File: src/rtl/add_seq_pkg.sv
// Shared types and helpers for the multi-precision add sequencer.
package add_seq_pkg;

    localparam int unsigned WORD_W = 64;

    typedef enum logic [1:0] {
        IDLE = 2'd0,
        RUN  = 2'd1,
        DONE = 2'd2
    } state_e;

    // Word index width: max(1, clog2(words)).
    function automatic int unsigned idx_width(input int unsigned words);
        return (words <= 1) ? 1 : $clog2(words);
    endfunction

endpackage

File: src/rtl/add_word.sv
// Combinational single-word adder shared by every word of a sequenced add.
module add_word
    import add_seq_pkg::*;
(
    input  logic [WORD_W-1:0] a_i,
    input  logic [WORD_W-1:0] b_i,
    input  logic              cin_i,
    output logic [WORD_W-1:0] sum_o,
    output logic              cout_o
);

    logic [WORD_W:0] full_c;

    // Full add with carry-in; top bit is the carry out.
    always_comb begin
        full_c = (WORD_W+1)'(a_i) + (WORD_W+1)'(b_i) + (WORD_W+1)'(cin_i);
    end

    assign sum_o  = full_c[WORD_W-1:0];
    assign cout_o = full_c[WORD_W];

endmodule

File: src/rtl/add_seq_ctrl.sv
// Multi-precision add sequencer: WORDS x 64-bit operands summed one word per
// cycle, LS word first, through a single shared add_word instance.
// Optional macro ADD_SEQ_SUB_EN adds an in_sub port (A - B via ~B + 1).
module add_seq_ctrl
    import add_seq_pkg::*;
#(
    parameter int unsigned WORDS = 4
) (
    input  logic                    clk,
    input  logic                    reset,
    input  logic                    in_valid,
    output logic                    in_ready,
    input  logic [WORDS*WORD_W-1:0] in_a,
    input  logic [WORDS*WORD_W-1:0] in_b,
    input  logic                    in_cin,
`ifdef ADD_SEQ_SUB_EN
    input  logic                    in_sub,
`endif
    output logic                    out_valid,
    input  logic                    out_ready,
    output logic [WORDS*WORD_W-1:0] out_sum,
    output logic                    out_cout,
    output logic                    busy
);

    localparam int unsigned IDX_W = idx_width(WORDS);
    localparam logic [IDX_W-1:0] LAST_IDX = IDX_W'(WORDS - 1);

    typedef logic [WORDS-1:0][WORD_W-1:0] wide_t;

    state_e           state_q, state_d;
    logic [IDX_W-1:0] idx_q, idx_d;
    logic             carry_q, carry_d;
    wide_t            a_q, a_d;
    wide_t            b_q, b_d;
    wide_t            sum_q, sum_d;
    logic             cout_q, cout_d;
    logic             out_valid_q, out_valid_d;
    logic             in_ready_q, in_ready_d;
    logic             busy_q, busy_d;

    wide_t            b_cap_c;
    logic             cin_cap_c;
    logic [WORD_W-1:0] word_sum_c;
    logic             word_cout_c;

    // Operand B and carry as they will be captured (inverted for subtract).
    always_comb begin
        b_cap_c   = wide_t'(in_b);
        cin_cap_c = in_cin;
`ifdef ADD_SEQ_SUB_EN
        if (in_sub) begin
            b_cap_c   = ~wide_t'(in_b);
            cin_cap_c = 1'b1;
        end
`endif
    end

    add_word u_add_word (
        .a_i    (a_q[idx_q]),
        .b_i    (b_q[idx_q]),
        .cin_i  (carry_q),
        .sum_o  (word_sum_c),
        .cout_o (word_cout_c)
    );

    // Next-state and next-output logic for the IDLE/RUN/DONE sequence.
    always_comb begin
        state_d     = state_q;
        idx_d       = idx_q;
        carry_d     = carry_q;
        a_d         = a_q;
        b_d         = b_q;
        sum_d       = sum_q;
        cout_d      = cout_q;
        out_valid_d = out_valid_q;
        in_ready_d  = in_ready_q;
        busy_d      = busy_q;

        case (state_q)
            IDLE: begin
                if (in_valid) begin
                    a_d        = wide_t'(in_a);
                    b_d        = b_cap_c;
                    carry_d    = cin_cap_c;
                    idx_d      = '0;
                    state_d    = RUN;
                    in_ready_d = 1'b0;
                    busy_d     = 1'b1;
                end
            end
            RUN: begin
                sum_d[idx_q] = word_sum_c;
                carry_d      = word_cout_c;
                if (idx_q == LAST_IDX) begin
                    cout_d      = word_cout_c;
                    out_valid_d = 1'b1;
                    state_d     = DONE;
                end else begin
                    idx_d = idx_q + IDX_W'(1);
                end
            end
            DONE: begin
                if (out_ready) begin
                    out_valid_d = 1'b0;
                    in_ready_d  = 1'b1;
                    busy_d      = 1'b0;
                    state_d     = IDLE;
                end
            end
            default: begin
                state_d     = IDLE;
                out_valid_d = 1'b0;
                in_ready_d  = 1'b1;
                busy_d      = 1'b0;
            end
        endcase
    end

    // State and output registers; reset discards any operation in flight.
    always_ff @(posedge clk or negedge reset) begin
        if (!reset) begin
            state_q     <= IDLE;
            idx_q       <= '0;
            carry_q     <= 1'b0;
            a_q         <= '0;
            b_q         <= '0;
            sum_q       <= '0;
            cout_q      <= 1'b0;
            out_valid_q <= 1'b0;
            in_ready_q  <= 1'b1;
            busy_q      <= 1'b0;
        end else begin
            state_q     <= state_d;
            idx_q       <= idx_d;
            carry_q     <= carry_d;
            a_q         <= a_d;
            b_q         <= b_d;
            sum_q       <= sum_d;
            cout_q      <= cout_d;
            out_valid_q <= out_valid_d;
            in_ready_q  <= in_ready_d;
            busy_q      <= busy_d;
        end
    end

    assign out_sum   = sum_q;
    assign out_cout  = cout_q;
    assign out_valid = out_valid_q;
    assign in_ready  = in_ready_q;
    assign busy      = busy_q;

endmodule

File: config.mk
export PLATFORM = sky130hd
export DESIGN_NAME = add_seq_ctrl
export DESIGN_NICKNAME = d
export VERILOG_FILES = /design/src/rtl/add_seq_pkg.sv /design/src/rtl/add_word.sv /design/src/rtl/add_seq_ctrl.sv
export SDC_FILE = /design/constraint.sdc
export NUM_CORES = 2
export LEC_CHECK = 0
export CAP_MARGIN = 20
export CORE_AREA = 3 3 302 304
export CTS_CLUSTER_SIZE = 40
export DETAILED_ROUTE_END_ITERATION = 7
export DIE_AREA = 0 0 305 307
export DONT_BUFFER_PORTS = 1
export PLACE_DENSITY = 0.58
export REMOVE_ABC_BUFFERS = 1
export SYNTH_ARGS = -nofsm -noshare
export SYNTH_HDL_FRONTEND = slang
export SYNTH_SLANG_ARGS = --single-unit
File: constraint.sdc
create_clock -name clk -period 5.2 [get_ports clk]
set_input_delay 1.04 -clock clk [delete_from_list [all_inputs] [get_ports clk]]
set_output_delay 1.04 -clock clk [all_outputs]
set_load 0.005 [all_outputs]
==> results.cfg <==
[clock_network]
cts-root-buf = clkbuf_16
numCtsBuffers = 86
cts_setup_buffers = 0
clk_latency_ps = 660
cts_tree = done
path_clk_slew_ps = 60
ctsHtreeMaxLevel = 3
cts_buffer_depth = 3
cts_sinks = 777

[grt]
globalRouteTotalUtil_pct = 23.5
grt_antenna_before_repair = 64
grt_pass1_vias = 23700
grt_pass1_wl_um = 163000
grt_overflow = 0
grt_start_max_net_pins = 778

[synthesis]
async_flop_share_pct = 100
ys.flop_type = dfrtp_1
avgSynthCellArea_um2 = 12.8
ys_seq_area_share_pct = 54.9
syn_area_mm2 = 0.0354
ys_seq_elements = 777
ys_warn_count = 0
synth_edf_count = 0
ys_types = 68
syn_inst = 2767

[final_layout]
drive_gt1_share_pct = 31.0
post-route-util_pct = 44.8
finalInstanceArea_mm2 = 0.0397
layout.nets = 3296
multi_input_area_mm2 = 0.0153
seq_area_mm2 = 0.0195
fill_cells = 7932
synthToLayoutAreaGrowth_pct = 11.9

[timing]
fin_setup_tns_ps = 0
hold_violations = 0
period_minus_slack_ps = 4840
clock.fmax_mhz = 207
rsz0062_at_grt = no
setup_violations = 0
slew_violations = 216
max_slew.worst_pin.slew_ps = 1850
finalCritPeriodShare_pct = 93.0
relSlewSlack_pct = -23.1
finalClockSkew_ps = 24.0

[outcome]
violations = max-slew violations
run_status = finished with violations

[job]
maxCapViolCount = 0

[worst_setup_path]
arrival_ps = 5340
regToRegSetupSlack_ps = 360
cp-start-kind = register
worstPathRequired_ps = 5700
path_class = reg -> reg
cp_max_fo = 25
critPathCaptureType = register

[detailed_routing]
num_vias = 23000
dr.pass1.iters = 5
postRouteAntennaNets = 0
wl_per_cell_um = 28.4
postRouteWirelength_um = 113000
drc = 0
drtIter0Drc = 2001
routed_via_density = 5.74

[die]
die_h_um = 307
die_area_mm2 = 0.0936
core_area_mm2 = 0.0885
die_width_um = 305
io_pins = 777
start_util_pct = 40.0
rows = 109

[place]
io_buffers = 0
dpl-instance-area_mm2 = 0.0366
hpwlAfterDp_um = 85300
place_congestion = 0.867

[worst_hold_path]
hp-class = in -> async
-- sequential cells by signal, summed over array words and instances (netlist names) --
signal and cells:
a_q 256, idx_q 2, b_q 256, out_valid 1, out_sum 256, carry_q 1
busy 1, in_ready 1, state_q 2, out_cout 1
-- final timing paths --
path | startpoint | end | cells after the start
worst max-delay path | idx_q[0]$_DFFE_PN0P_ | out_sum[166]$_DFFE_PN0P_ | 13
worst min-delay path | reset | out_sum[66]$_DFFE_PN0P_ | 0
worst max register to register | idx_q[0]$_DFFE_PN0P_ | out_sum[166]$_DFFE_PN0P_ | 13
worst min register to register | a_q[161]$_DFFE_PN0P_ | a_q[161]$_DFFE_PN0P_ | 1
max in group asynchronous | reset | a_q[57]$_DFFE_PN0P_ | 0
min in group clk | a_q[161]$_DFFE_PN0P_ | a_q[161]$_DFFE_PN0P_ | 1
-- routing by layer --
| metal | share of wire, % | GRT usage [%] |
|---|---|---|
| met5 | 0.12 | 0 |
| met4 | 4.4 | 12.2 |
| met3 | 7.3 | 6.87 |
| met2 | 50 | 38.8 |
| met1 | 38 | 28.0 |
-- metrics by stage --
step,hold WS [ps],setup WS [ps],cells
final,87.6,362,3998
after global routing,41.1,34.0,3987
after CTS,33.1,313,3945
after detailed placement,491,341,3787
after global placement,484,317,3787
after floorplan,470,-19600,2586
-- cells by family (layout without fill, tap and decap cells) --
logic type	after synthesis	after routing	synth area share, %
DFF	777	777	54.9
buffers and inverters	198	211	2.13
and+or+nand+nor	534	534	6.63
xor gates and xnor gates	55	55	1.36
adders and majority gates	69	69	2.48
muxes	643	643	24.5
AOI/OAI and AO/OA	491	491	8.06
other	0	53	0
-- cell type report --
| cell class | count | area share [%] |
|---|---|---|
| clock inverter | 35 | 0.789 |
| sequential | 777 | 49.0 |
| antenna | 53 | 0.334 |
| multi-input combinational | 1792 | 38.5 |
| inverter | 17 | 0.161 |
| tap | 1165 | 3.67 |
| clock buffer | 123 | 6.49 |
| timing repair buffer | 36 | 0.965 |
-- layout by cell type (no fill, tap or decap), drive strengths merged, types with 7 or more instances in the layout --
cell type  Yosys  final
nand2        330    330
inv           17     25
nand3         32     32
or3           10     10
xor2          30     30
o21ai        276    276
o21bai         8      8
a21o          42     42
mux4         128    128
diode          0     53
dfrtp        776    776
a31oi         14     14
clkbuf       147    123
xnor2         25     25
a21oi        100    100
clkinvlp       0      7
and3          10     10
ha            67     67
nor2          59     59
nor3          24     24
clkinv         0     17
mux2         512    512
a211oi         9      9
buf           34     36
nand4         33     33
-- worst max-delay path, cell delays in order (launching register included) --
cell and delay, ps:
dfrtp_4 520, buf_12 250, buf_4 330, mux4_2 540, ha_1 370, nand3_1 170
a21oi_1 60, o311ai_0 730, a31o_2 320, nand3_1 160, a21o_1 250, a21o_1 200
xnor2_1 520, o21ai_0 200
-- repair_timing --
| item | 4_1_cts | 5_1_grt |
|---|---|---|
| resized for setup | 0 | 1 |
| hold buffers | 0 | 0 |
| setup endpoints to repair | 0 | 1 |
-- cells in the mapped netlist (3+ instances only) --
library cell	count	share of area [%]
and4_1	3	0.074
a211o_1	4	0.099
nand4_1	32	0.56
a31oi_1	13	0.23
a31o_2	4	0.099
ha_1	67	2.4
mux2_2	512	16
buf_2	8	0.11
inv_1	17	0.18
or2_2	3	0.053
clkbuf_1	147	1.6
and3_1	10	0.18
o21bai_1	7	0.15
or4_1	4	0.085
o21a_1	4	0.085
xnor2_1	25	0.62
a21oi_1	92	1.3
nand3_1	32	0.45
nand4b_1	4	0.099
and2_1	6	0.11
or3_1	10	0.18
o22ai_1	5	0.088
nor3_1	24	0.34
nand2b_1	4	0.071
a21o_1	42	0.89
mux4_2	128	8.1
o311ai_0	5	0.12
xor2_1	30	0.74
nor2b_1	5	0.088
nor2_1	59	0.62
a211oi_1	7	0.15
nor4_1	3	0.053
o21ai_0	257	3.6
a21oi_2	7	0.17
o21ai_1	19	0.27
o211ai_1	3	0.064
nand2_1	328	3.5
buf_1	26	0.28
dfrtp_1	776	55
a41oi_1	3	0.074
Power is left out: the tool's default activity adds up to more than one toggle a clock period on the data nets, which glitch-free logic cannot reach.
